### src/rtl/mm_bridge_host.sv
// mm_bridge_host
//   Host-side sequencer for the BRAM shared with the Montgomery multiplier.
//   Loads p_prime_0, p, a, b from an operand stream into the BRAM, kicks the
//   multiplier, waits for done (optionally with a timeout), then reads the s
//   result sections back and streams them out with valid/ready.
//
//   Ports
//     clock_i, reset_n_i            clock, async active-low reset
//     op_data_i/op_valid_i/op_ready_o   operand stream in (17-bit words)
//     res_data_o/res_valid_o/res_ready_i  result stream out, LS section first
//     mm_start_o, mm_done_i         multiplier handshake
//     bram_addr_o/din_o/dout_i/we_o/en_o  host BRAM port
//     busy_o, done_o, err_o         status (done is a pulse, err is sticky)
//
//   state      | meaning
//   ST_IDLE    | ready for p_prime_0; first accepted word starts a load
//   ST_LOAD    | writing p, a, b sections as operands arrive
//   ST_KICK    | one-cycle start pulse to the multiplier
//   ST_WAIT    | multiplier owns the BRAM; wait for done or timeout
//   ST_RD_REQ  | issue read of result section idx
//   ST_RD_WAIT | cover BRAM read latency, capture data
//   ST_OUT     | present captured section until accepted
module mm_bridge_host #(
  parameter int s        = 8,
  parameter int RD_LAT   = 1,
  parameter int PP0_ADDR = 0,
  parameter int P_BASE   = 1,
  parameter int A_BASE   = s + 1,
  parameter int B_BASE   = 2 * s + 1,
  parameter int RES_BASE = s + 1,
  parameter int TIMEOUT  = 0
) (
  input  logic        clock_i,
  input  logic        reset_n_i,
  input  logic [16:0] op_data_i,
  input  logic        op_valid_i,
  output logic        op_ready_o,
  output logic [16:0] res_data_o,
  output logic        res_valid_o,
  input  logic        res_ready_i,
  output logic        mm_start_o,
  input  logic        mm_done_i,
  output logic [31:0] bram_addr_o,
  output logic [16:0] bram_din_o,
  input  logic [16:0] bram_dout_i,
  output logic        bram_we_o,
  output logic        bram_en_o,
  output logic        busy_o,
  output logic        done_o,
  output logic        err_o
);

  localparam int WCW = $clog2(3 * s + 1);
  localparam int IW  = $clog2(s + 1);
  localparam int LW  = $clog2(RD_LAT + 1);

  typedef enum logic [2:0] {
    ST_IDLE, ST_LOAD, ST_KICK, ST_WAIT, ST_RD_REQ, ST_RD_WAIT, ST_OUT
  } state_t;

  state_t          state_q, state_d;
  logic [WCW-1:0]  word_cnt_q, word_cnt_d;
  logic [IW-1:0]   idx_q, idx_d;
  logic [LW-1:0]   lat_q, lat_d;
  logic [31:0]     tmo_q, tmo_d;
  logic [16:0]     res_q, res_d;
  logic            err_q, err_d;
  logic            done_q, done_d;
  logic            alive_q;
  logic [31:0]     k32;
  logic [31:0]     load_addr;

  // alive_q keeps op_ready_o low while reset is asserted so that every
  // output reads 0 during reset; it rises on the first clock afterwards.
  always_ff @(posedge clock_i or negedge reset_n_i) begin
    if (!reset_n_i) begin
      state_q    <= ST_IDLE;
      word_cnt_q <= '0;
      idx_q      <= '0;
      lat_q      <= '0;
      tmo_q      <= '0;
      res_q      <= '0;
      err_q      <= 1'b0;
      done_q     <= 1'b0;
      alive_q    <= 1'b0;
    end else begin
      state_q    <= state_d;
      word_cnt_q <= word_cnt_d;
      idx_q      <= idx_d;
      lat_q      <= lat_d;
      tmo_q      <= tmo_d;
      res_q      <= res_d;
      err_q      <= err_d;
      done_q     <= done_d;
      alive_q    <= 1'b1;
    end
  end

  // Section map for operand word k (k >= 1 while in LOAD).
  always_comb begin
    k32 = 32'(word_cnt_q);
    if (k32 == 32'd0)
      load_addr = 32'(PP0_ADDR);
    else if (k32 <= 32'(s))
      load_addr = 32'(P_BASE) + k32 - 32'd1;
    else if (k32 <= 32'(2 * s))
      load_addr = 32'(A_BASE) + k32 - 32'(s + 1);
    else
      load_addr = 32'(B_BASE) + k32 - 32'(2 * s + 1);
  end

  always_comb begin
    state_d     = state_q;
    word_cnt_d  = word_cnt_q;
    idx_d       = idx_q;
    lat_d       = lat_q;
    tmo_d       = tmo_q;
    res_d       = res_q;
    err_d       = err_q;
    done_d      = 1'b0;
    op_ready_o  = 1'b0;
    res_valid_o = 1'b0;
    mm_start_o  = 1'b0;
    bram_addr_o = '0;
    bram_din_o  = '0;
    bram_we_o   = 1'b0;
    bram_en_o   = 1'b0;

    case (state_q)
      ST_IDLE: begin
        op_ready_o = alive_q;
        if (alive_q && op_valid_i) begin
          bram_en_o   = 1'b1;
          bram_we_o   = 1'b1;
          bram_addr_o = 32'(PP0_ADDR);
          bram_din_o  = op_data_i;
          err_d       = 1'b0;
          word_cnt_d  = WCW'(1);
          state_d     = ST_LOAD;
        end
      end
      ST_LOAD: begin
        op_ready_o = 1'b1;
        if (op_valid_i) begin
          bram_en_o   = 1'b1;
          bram_we_o   = 1'b1;
          bram_addr_o = load_addr;
          bram_din_o  = op_data_i;
          if (word_cnt_q == WCW'(3 * s)) begin
            word_cnt_d = '0;
            state_d    = ST_KICK;
          end else begin
            word_cnt_d = word_cnt_q + WCW'(1);
          end
        end
      end
      ST_KICK: begin
        mm_start_o = 1'b1;
        tmo_d      = 32'(TIMEOUT - 1);
        state_d    = ST_WAIT;
      end
      ST_WAIT: begin
        // done has priority over a timeout expiring in the same cycle
        if (mm_done_i) begin
          idx_d   = '0;
          state_d = ST_RD_REQ;
        end else if (TIMEOUT > 0) begin
          if (tmo_q == 32'd0) begin
            err_d   = 1'b1;
            state_d = ST_IDLE;
          end else begin
            tmo_d = tmo_q - 32'd1;
          end
        end
      end
      ST_RD_REQ: begin
        bram_en_o   = 1'b1;
        bram_addr_o = 32'(RES_BASE) + 32'(idx_q);
        lat_d       = LW'(RD_LAT - 1);
        state_d     = ST_RD_WAIT;
      end
      ST_RD_WAIT: begin
        if (lat_q == '0) begin
          res_d   = bram_dout_i;
          state_d = ST_OUT;
        end else begin
          lat_d = lat_q - LW'(1);
        end
      end
      ST_OUT: begin
        res_valid_o = 1'b1;
        if (res_ready_i) begin
          if (idx_q == IW'(s - 1)) begin
            done_d  = 1'b1;
            state_d = ST_IDLE;
          end else begin
            idx_d   = idx_q + IW'(1);
            state_d = ST_RD_REQ;
          end
        end
      end
      default: state_d = ST_IDLE;
    endcase
  end

  assign res_data_o = res_q;
  assign busy_o     = (state_q != ST_IDLE);
  assign done_o     = done_q;
  assign err_o      = err_q;

endmodule

### config.mk
export PLATFORM = sky130hd
export DESIGN_NAME = mm_bridge_host
export DESIGN_NICKNAME = d
export VERILOG_FILES = /design/src/rtl/mm_bridge_host.sv
export SDC_FILE = /design/constraint.sdc
export NUM_CORES = 1
export LEC_CHECK = 0
export CAP_MARGIN = 20
export CORE_ASPECT_RATIO = 0.6
export CORE_MARGIN = 3
export CORE_UTILIZATION = 39
export CTS_BUF_LIST = sky130_fd_sc_hd__clkbuf_4 sky130_fd_sc_hd__clkbuf_8
export DETAILED_ROUTE_END_ITERATION = 6
export GPL_TIMING_DRIVEN = 1
export PLACE_DENSITY = 0.9
export SYNTH_ARGS = -nofsm -noshare
export SYNTH_HDL_FRONTEND = slang
export SYNTH_SLANG_ARGS = --single-unit
### constraint.sdc
create_clock -name clock_i -period 1.8 [get_ports clock_i]
set_input_delay 0.27 -clock clock_i [delete_from_list [all_inputs] [get_ports clock_i]]
set_output_delay 0.27 -clock clock_i [all_outputs]
set_load 0.01 [all_outputs]
==> run metrics, run 1 <==
status=finished with violations; failing checks=negative setup slack; setup slack after layout=-0.0242 ns; PortBufs=84; Post-synth EDFFs=0; Crit path max-delay family=flip-flops; Die ar.=between 0.005 and 0.006 mm^2; vias=~1,700; data arrival time of the worst path=1.55 ns; worst IR drop on VDD=approximately 0.57 mV; Yosys top cell area share=40.9%; worst path bufs/invs=2; fin crit share=101%; unrepaired setup endpoints after global routing=yes; 1st-iter DRT viols=53; vias in the first global route=1,551; PwrDens=between 1000 and 1500 mW/mm^2; synthesized cell area=0.00190 mm^2; # setup viols final=3; total power=approximately 4.4 mW; crit start category=register; Clock Sinks=31; share of layout cells above drive strength 1=32.6%; DR pass1 iterations=4; slowest CP cell=dfrtp_2; FF/Latch Area=778 um^2; area of the multi-input gates=approximately 0.0010 mm^2; share of async-settable or async-resettable flops after synthesis=100%; Non-Filler Instances=around 360; clk_lat worst skew=~0.29 ns; Final HPWL DP=4020 um; LEAKAGE=~1.4 nW; Clock Pin Slew Worst Setup and Hold Paths=approximately 0.070 ns; first-pass GRT wire length=7640 um; placed instance count=about 340; CTS root buffer=clkbuf_8; GRT Overall Usage=~18%; most frequent cells in the layout=clkdlybuf4s50_1, buf_4, conb_1, dfrtp_1, buf_2; antenna-violating nets left=0; Pins Over Slew Limit=0; library cells used by synthesis=39; via density per instance=4.64; syn avg cell area=about 10 um^2; Worst Path Required=around 1.5 ns; CTS tree=yes; post-route minimum period=roughly 1.8 ns; chip width=a little under 100 um; # rows=18; Worst path depth=5; Setup crit end kind=output port; Max-cap violations=0; Peak Freq=around 550 MHz; core area=around 0.0044 mm^2; Layout area overhead=55.9%; Yosys top cell by area=dfrtp_1; number of remaining DRC errors=0; commonest non-fill, non-tap cell in the layout=clkdlybuf4s50_1; sequential share of the synthesized area=slightly above 40%; highest net fanout along the worst path=4; H-tree levels=2; Ports=~110; pin count of the biggest net entering global routing=32; HP Class=input pin to asynchronous set/reset pin; grt total ovfl=0; crit-path cells=nor3b_4, buf_4, and2_4, a22o_1, buf_2; Layout Nets=roughly 340; Routed WL=around 5000 um; number of synthesized register bits=31; Top FF cell, synth=dfrtp_1; Antenna diodes=0; Final Skew=around 0.0059 ns; Cells after Synth=around 180; YS warnings=0; Metal-1 WL=~2200 um; Starting Density=between 40% and 50%; met3 wire len=just under 500 um; WL/cell=around 14 um; Die H=60.0 um; CTS buffer count=5; Hold Vio Cnt, Final=0; DR WL met2=~2300 um; slowest stage delay, CP=between 0.4 and 0.5 ns; initial antenna violation count=0; worst-case clock buffer depth=2; Worst R2R Path Depth=6; Synth area leaders=dfrtp_1, buf_4, and2_1; CP Class=register to output port; FILL cells=375; GPL Wtd Cong=a little under 0.9; top layer in use=met4
==> Yosys cell counts, types with 4 or more instances <==
cell,number
and2_1,19
buf_2,4
buf_4,28
dfrtp_1,31
mux2_1,10
mux2_2,7
nand2_1,12
nand3_1,7
nor2_1,5
o21ai_0,7
==> layer usage <==
metal / global-route usage (%) / vias to the layer above
li1: - / 800
met3: 5.53 / 8
met4: 6.68 / 0
met2: 28.8 / 77
met5: 0 / -
met1: 22.9 / 777
==> final timing paths <==
kind	endpoint	slack, ns	from
worst max-delay path	bram_addr_o[3]	-0.02	state_q[1]
worst min-delay path	word_cnt_q[4]	0.38	reset_n_i
worst max register to register	idx_q[3]	0.13	state_q[0]
worst min register to register	res_data_o[1]	0.49	res_data_o[1]
max in group asynchronous	state_q[2]	1.10	reset_n_i
min in group clock_i	res_data_o[1]	0.49	res_data_o[1]
==> timing repair <==
item / 4_1_cts / 5_1_grt
buffers inserted: 5 / 3
hold buffers: 0 / 0
gates resized for setup: 123 / 11
pin swaps: 6 / 2
setup endpoints to repair: 28 / 24
==> area by class of cell <==
cell class | instances | share of cell area (%)
Multi-Input combinational cell | 138 | 33.8
Sequential cell | 31 | 26.3
Inverter | 4 | 0.761
Timing Repair Buffer | 117 | 33.1
Tap cell | 60 | 2.54
Clock buffer | 7 | 3.26
Clock inverter | 1 | 0.254
==> cell families (layout without fill, tap and decap cells) <==
| kind of cell | count (synthesis) | in the layout | share of synthesized area, % |
|---|---|---|---|
| buffers and inverters | 39 | 129 | 14.7 |
| DFF | 31 | 31 | 40.9 |
| muxes | 17 | 17 | 10.1 |
| other | 2 | 29 | 0.396 |
| AOI/OAI and AO/OA | 24 | 24 | 9.10 |
| xor gates and xnor gates | 2 | 2 | 0.923 |
| and+or+nand+nor | 63 | 63 | 22.0 |
| adders and majority gates | 3 | 3 | 1.98 |
==> sequential cells by signal, summed over array words and instances (netlist names) <==
register,cells
alive_q,1
done_o,1
idx_q,4
res_data_o,17
state_q,3
word_cnt_q,5
==> power breakdown <==
group          total (mW)  switching, mW  internal [mW]
registers            1.19          0.195          0.999
logic                2.56           1.12           1.44
clock network       0.635          0.287          0.348
total                4.39           1.60           2.79
==> stage by stage <==
| step | setup WS (ns) | setup TNS, ns | utilization, % | hold WS (ns) | area, um^2 |
|---|---|---|---|---|---|
| after global placement | -0.289 | -6.29 | 64.6 | 0.473 | 2840 |
| after CTS | -0.0634 | -0.235 | 66.2 | 0.399 | 2910 |
| final | -0.0242 | -0.0669 | 67.4 | 0.376 | 2960 |
| after global routing | -0.0901 | -0.822 | 67.4 | 0.413 | 2960 |
| after detailed placement | -0.379 | -7.73 | 64.6 | 0.482 | 2840 |
| after floorplan | 0.270 | 0 | - | -0.0256 | 2000 |
No activity file was read; power rests on OpenSTA's default activity.
==> inputs of run 2 (changes only) <==
--- a/config.mk
+++ b/config.mk
@@ -13,6 +13,7 @@
 export DETAILED_ROUTE_END_ITERATION = 6
 export GPL_TIMING_DRIVEN = 1
 export PLACE_DENSITY = 0.9
+export SLEW_MARGIN = 20
 export SYNTH_ARGS = -nofsm -noshare
 export SYNTH_HDL_FRONTEND = slang
 export SYNTH_SLANG_ARGS = --single-unit
==> results of run 2 <==
Final layout, timing and power as in run 1 (identical DEF).
==> inputs of run 3 (changes only) <==
--- a/config.mk
+++ b/config.mk
@@ -12,6 +12,7 @@
 export CTS_BUF_LIST = sky130_fd_sc_hd__clkbuf_4 sky130_fd_sc_hd__clkbuf_8
 export DETAILED_ROUTE_END_ITERATION = 6
 export GPL_TIMING_DRIVEN = 1
+export HOLD_SLACK_MARGIN = 0.12
 export PLACE_DENSITY = 0.9
 export SLEW_MARGIN = 20
 export SYNTH_ARGS = -nofsm -noshare
==> results of run 3 <==
Final layout, timing and power as in run 1 (identical DEF).
